<file path="src/rtl/regfile_wb_sched.sv">
// Write-port scheduler and hazard scoreboard for the RV32I register file.
// Arbitrates ALU and LSU writebacks onto one write port and stalls issue on hazards.
module regfile_wb_sched #(
  parameter int unsigned MAX_OUT      = 4,
  parameter int unsigned STARVE_LIMIT = 8
) (
  input  logic        clk,
  input  logic        rst_n,
  input  logic        issue_valid,
  input  logic        issue_long,
  input  logic [4:0]  issue_rd,
  input  logic [4:0]  issue_rs1,
  input  logic [4:0]  issue_rs2,
  output logic        issue_stall,
  input  logic        alu_valid,
  input  logic [4:0]  alu_rd,
  input  logic [31:0] alu_data,
  input  logic        lsu_valid,
  input  logic [4:0]  lsu_rd,
  input  logic [31:0] lsu_data,
  output logic        lsu_ready,
  output logic        wb_we,
  output logic [4:0]  wb_rd,
  output logic [31:0] wb_d,
  output logic [31:0] pending
);

  localparam int unsigned OUT_W = $clog2(MAX_OUT + 1);
  localparam int unsigned STV_W = $clog2(STARVE_LIMIT + 1);

  logic [OUT_W-1:0] outstanding;
  logic [STV_W-1:0] starve_cnt;
  logic             wb_lsu;

  logic        raw_hit;
  logic        waw_hit;
  logic        cap_hit;
  logic        starved;
  logic        accept;
  logic        set_en;
  logic        clr_en;
  logic [31:0] set_mask;
  logic [31:0] clr_mask;
  logic [31:0] pending_nxt;

  assign lsu_ready = lsu_valid & ~alu_valid;

  assign raw_hit = pending[issue_rs1] | pending[issue_rs2];
  assign waw_hit = pending[issue_rd];
  assign cap_hit = issue_long & (outstanding == OUT_W'(MAX_OUT));
  assign starved = (starve_cnt >= STV_W'(STARVE_LIMIT));

  assign issue_stall = issue_valid & (raw_hit | waw_hit | cap_hit | starved);
  assign accept      = issue_valid & ~issue_stall;

  // Clear only bits still tracked, so LSU results that straddle a reset
  // leave the outstanding count alone.
  assign set_en = accept & issue_long & (issue_rd != 5'd0);
  assign clr_en = wb_we & wb_lsu & pending[wb_rd];

  always_comb begin
    set_mask = '0;
    clr_mask = '0;
    if (set_en) set_mask[issue_rd] = 1'b1;
    if (clr_en) clr_mask[wb_rd]    = 1'b1;
    pending_nxt    = (pending & ~clr_mask) | set_mask;
    pending_nxt[0] = 1'b0;
  end

  always_ff @(posedge clk or negedge rst_n) begin
    if (!rst_n) begin
      pending     <= '0;
      outstanding <= '0;
    end else begin
      pending <= pending_nxt;
      if (set_en && !clr_en && outstanding != OUT_W'(MAX_OUT))
        outstanding <= outstanding + 1'b1;
      else if (clr_en && !set_en && outstanding != '0)
        outstanding <= outstanding - 1'b1;
    end
  end

  always_ff @(posedge clk or negedge rst_n) begin
    if (!rst_n) begin
      wb_we  <= 1'b0;
      wb_rd  <= '0;
      wb_d   <= '0;
      wb_lsu <= 1'b0;
    end else if (alu_valid) begin
      wb_we  <= (alu_rd != 5'd0);
      wb_rd  <= alu_rd;
      wb_d   <= alu_data;
      wb_lsu <= 1'b0;
    end else if (lsu_valid) begin
      wb_we  <= (lsu_rd != 5'd0);
      wb_rd  <= lsu_rd;
      wb_d   <= lsu_data;
      wb_lsu <= 1'b1;
    end else begin
      wb_we  <= 1'b0;
      wb_lsu <= 1'b0;
    end
  end

  always_ff @(posedge clk or negedge rst_n) begin
    if (!rst_n) begin
      starve_cnt <= '0;
    end else if (lsu_valid && !lsu_ready) begin
      if (starve_cnt < STV_W'(STARVE_LIMIT))
        starve_cnt <= starve_cnt + 1'b1;
    end else begin
      starve_cnt <= '0;
    end
  end

endmodule

</file>
<file path="config.mk">
export PLATFORM = sky130hd
export DESIGN_NAME = regfile_wb_sched
export DESIGN_NICKNAME = d
export VERILOG_FILES = /design/src/rtl/regfile_wb_sched.sv
export SDC_FILE = /design/constraint.sdc
export NUM_CORES = 1
export LEC_CHECK = 0
export BUFFER_PORTS_ARGS = -buffer_cell sky130_fd_sc_hd__buf_2
export CORE_ASPECT_RATIO = 1.2
export CORE_UTILIZATION = 50
export DETAILED_ROUTE_END_ITERATION = 8
export PLACE_DENSITY = 0.9
export SLEW_MARGIN = 5
export SYNTH_ARGS = -nofsm -noshare
export SYNTH_HDL_FRONTEND = slang
export SYNTH_SLANG_ARGS = --single-unit
export TNS_END_PERCENT = 20
</file>
<file path="constraint.sdc">
create_clock -name clk -period 8 [get_ports clk]
set_clock_uncertainty 0.1 [all_clocks]
set_input_delay 1.6 -clock clk [delete_from_list [all_inputs] [get_ports clk]]
set_output_delay 1.6 -clock clk [all_outputs]
set_load 0.03 [all_outputs]
</file>
; ---- After elaboration in Yosys (flattened, before gate mapping)
; Index checks and enable logic that the tools add are counted.
; W data, S select, Z words.
[totals]
register_bits = 77
latchBits = 0
ram_bits = 0
rom_bits = 0
out_inout_bits = 72
elab_cells = 80
memories = 0
[classes]
addsub = 3
multipliers = 0
n_div = 0
magnitude_cmp = 8
eq_ne = 3
shifts = 0
muxes = 26
n_bitwise = 17
reduce_logical = 16
[op_table]
columns = cell, count
row1 = $mux W32, 4
row2 = $and A32 B32 Y32, 1
row3 = $not A32 Y32, 1
row4 = $or A32 B32 Y32, 1
row5 = $lt A5 B6 Y1 const B, 4
row6 = $bmux W1 S5, 4
row7 = $reduce_bool A5 Y1, 3
row8 = $demux W1 S5, 2
row9 = $ge A5 B1 Y1 const B, 2
row10 = $mux W1, 10
row11 = $mux W5, 2
row12 = $and A1 B1 Y1, 8
row13 = $mux W4, 2
row14 = $logic_and A1 B1 Y1, 7
row15 = $mux W3, 2
row16 = $add A4 B1 Y4 const B, 1
row17 = $ge A4 B4 Y1 const B, 1
row18 = $lt A4 B4 Y1 const B, 1
row19 = $or A1 B1 Y1, 4
row20 = $reduce_bool A2 Y1, 2
row21 = $add A3 B1 Y3 const B, 1
row22 = $eq A3 B3 Y1 const B, 1
row23 = $logic_not A1 Y1, 3
row24 = $ne A3 B3 Y1 const B, 1
row25 = 4 further kinds, 5

; ---- Logic depth before layout (Yosys ltp)
[logic_depth]
word_depth = 16
ltp_mapped = 11
mapped_depth_nobuf = 8

; ---- Worst setup path after synthesis
; Ideal clock, no wire load.
[synth_path]
path_kind = input to output
from = input issue_rs1[0]
to = output issue_stall
arrival_time_ps = 3325
required_time_ps = 6300
slack_ps = 2975
stages = 7
path_buffers = 2
path_cell_list = buf_2 -> buf_2 -> mux2i_1 -> a22oi_1 -> nand3_1 -> and4_1 -> a21boi_0
[synth_via]
elab_chain_cells = 7
[synth_rtl]
columns = element, line
row1 = start: declaration, 12  ; input logic [4:0] issue_rs1,
row2 = $bmux W1 S5, 48  ; assign raw_hit = pending[issue_rs1] | pending[issue_rs2];
row3 = $mux W1 (not written as such), 48
row4 = $or A1 B1 Y1, 48
row5 = $or A1 B1 Y1 (3 in a row), 53  ; assign issue_stall = issue_valid & (raw_hit | waw_hit | cap_hit | starved);
row6 = $and A1 B1 Y1, 53
row7 = end: declaration, 14  ; output logic issue_stall,
; Every way passes these cells. The select of a mux whose other input is x is not followed.

; ---- Final worst setup path
[layout_path]
from = input issue_rd[1]
to = output issue_stall
[layout_via]
elab_chain_cells = 6
[layout_rtl]
columns = element, line
row1 = start: declaration, 11  ; input logic [4:0] issue_rd,
row2 = $bmux W1 S5, 49  ; assign waw_hit = pending[issue_rd];
row3 = $mux W1 (not written as such), 49
row4 = $or A1 B1 Y1 (3 in a row), 53
row5 = $and A1 B1 Y1, 53
; Every way passes these cells. The select of a mux whose other input is x is not followed.

==> results.cfg <==
[clock_network]
post_cts_buffers = 0
cts_sinks = 77
cts_root_buffer = clkbuf_8
insertion_delay_ns = 0.35
path_clk_slew_ns = 0.07
htree_levels = 3
cts_max_path_buffers = 2
cts-resized-gates = 0
tritoncts = yes
numCtsBuffers = 9
cts_hold_buf = 0

[power]
ir_worst_vdd_mv = 0.151
p_leak_nw = 2.67
power_density_nw_per_um2 = 201

[timing]
fin_crit_ns = 5.39
hold_viol = 0
rsz0062_at_grt = no
tightestPinTransition_ns = 1.12
fin_ws_ns = 2.61
maxSlewViolCount = 0
timing.setup.tns_ns = 0
setup_viol = 0
finalCritPeriodShare_pct = 67.4
slew_headroom_pct = 25.6
fmax_mhz = 186

[synth]
synth_area_leaders = dfrtp_1, mux2i_1, o21ai_0
ys_async_sr_fraction_pct = 100
synth_area_per_cell_sq_um = 10.0
seq_area_frac_synth_pct = 39.9
ys_warn_count = 0
synth.top_cell.area_share_pct = 39.9
synth_nets = 581
ys.flop_type = dfrtp_1
synthesis.area_sq_um = 4830
yosysTopAreaCell = dfrtp_1
synth-edff-count = 0
ys_seq_elements = 77
synthCells = 483
synth.distinct_cells = 54

[grt]
grt_max_degree = 78
gr-total-overflow = 0
grt_usage_pct = 30.0
grt_pass1_wl_um = 22900
grt_pass1_vias = 4487
grt_antenna_before_repair = 0

[routing]
drtIter0Drc = 419
viasPerCell = 6.12
vias = 4568
dr.pass1.iters = 5
drt_wl_total_um = 14700
wire_per_inst_um = 19.6
drc_errors = 0
detail-route-antenna-nets = 0

[final_layout]
fillers = 773
fin_nets = 719
diodes = 0
area_growth_pct = 21.1
layout_commonest_cell = buf_2
mostFrequentLayoutCells = buf_2, o21ai_0, dfrtp_1
layout-drive-gt1-share_pct = 34.2

[setup_path]
crit_fanout = 15
crit_arrival_ns = 3.69
crit_type = input port to output port
required_ns = 6.30
cp-end-kind = output port
cp-start-kind = input port

[place]
port_buffers = 165
place_congestion = 0.952
dp_hpwl_um = 10700
dp_slack_ns = 2.63

[worst_hold_path]
hp-class = flip-flop to flip-flop

[floorplan]
initial_core_util_pct = 52.4
core_sq_um = 9220
die-width_um = 91.8
num_rows = 38
ioPinCount = 167
die_h_um = 110
dieArea_sq_um = 10100

[job]
max-cap-violations = 0

[status]
status = finished clean
==> cell families (layout without fill, tap and decap cells) <==
group           count (synthesis)  count (layout)  synth area share (%)
compound gates                128             128                  15.5
xor+xnor                        4               4                  1.04
fa+ha+maj                       3               3                 0.932
buf+inv                        46             189                  4.58
flops                          77              77                  39.9
mux                            81              81                  22.1
other cells                     1               1                0.0776
simple gates                  143             143                  16.0
==> Yosys cell counts (2+ instances only) <==
| cell | number |
|---|---|
| inv_1 | 6 |
| or4_1 | 2 |
| a22oi_1 | 7 |
| mux4_1 | 3 |
| or3b_2 | 3 |
| buf_2 | 9 |
| or3_1 | 2 |
| mux4_2 | 16 |
| nor3b_1 | 7 |
| nor2b_1 | 8 |
| and2_1 | 3 |
| xnor2_1 | 2 |
| buf_6 | 4 |
| buf_4 | 2 |
| mux2_2 | 6 |
| o311ai_1 | 2 |
| nand3b_1 | 10 |
| o21ai_0 | 90 |
| nand2b_1 | 9 |
| a21oi_1 | 6 |
| nor3_1 | 2 |
| a22o_1 | 8 |
| a31oi_1 | 4 |
| nand3_1 | 5 |
| buf_1 | 4 |
| mux2i_1 | 56 |
| nor2_1 | 13 |
| and3b_1 | 6 |
| and3_1 | 3 |
| ha_1 | 2 |
| nand2_1 | 61 |
| and4_1 | 2 |
| clkbuf_1 | 21 |
| dfrtp_1 | 77 |
| or2_2 | 3 |
==> through the flow <==
stage	utilization [%]	hold WS [ns]	cells	power (mW)	cell area (sq um)
finish	63.5	0.464	746	1.18	5850
global route	63.5	0.492	746	1.22	5850
CTS	63.5	0.470	746	1.18	5850
detailed placement	61.0	0.453	730	0.845	5630
global placement	61.0	0.431	730	0.833	5630
floorplan	-	0.411	483	0.719	4830
==> critical path, cell delays in order <==
cell and delay, ns:
buf_2 0.33, mux4_2 0.55, a22oi_1 0.22, o2111ai_1 0.18
nor4_2 0.42, a21boi_0 0.17, buf_2 0.21
==> final timing paths <==
| check | depth (start not counted) | slack [ns] | from | endpoint |
|---|---|---|---|---|
| max | 7 | 2.61 | issue_rd[1] | issue_stall |
| min | 2 | 0.46 | wb_d[4]$_DFFE_PN0P_ | wb_d[4]$_DFFE_PN0P_ |
| max reg2reg | 8 | 4.20 | wb_rd[0]$_DFFE_PN0P_ | outstanding[2]$_DFFE_PN0P_ |
| min reg2reg | 2 | 0.46 | wb_d[4]$_DFFE_PN0P_ | wb_d[4]$_DFFE_PN0P_ |
| max in group asynchronous | 1 | 5.90 | rst_n | pending[29]$_DFF_PN0_ |
| min in group asynchronous | 1 | 1.29 | rst_n | wb_d[7]$_DFFE_PN0P_ |
==> power by group <==
part	total [mW]	switching, mW	internal (mW)
logic	0.338	0.202	0.136
clock network	0.333	0.141	0.192
registers	0.506	0.0736	0.433
==> registers in the layout, summed over array words and instances (netlist names) <==
signal and flops:
wb_d 32, pending 31, wb_rd 5, starve_cnt 4, outstanding 3, wb_lsu 1, wb_we 1
==> cell type report <==
class	instances	area [sq um]	area share (%)
multi-input combinational	360	2690	45.9
tap	120	150	2.56
clock buffer	12	155	2.65
inverter	6	22.5	0.385
timing repair buffer	167	843	14.4
clock inverter	4	70.1	1.20
sequential	77	1930	32.9
==> metal layers <==
metal  GRT usage, %  part of all wire [%]
met5              0                     0
met3           7.19                    10
met1           37.3                    39
met2           51.3                    48
met4           10.7                   2.3
Note: power is estimated with default switching activity, not from simulation.
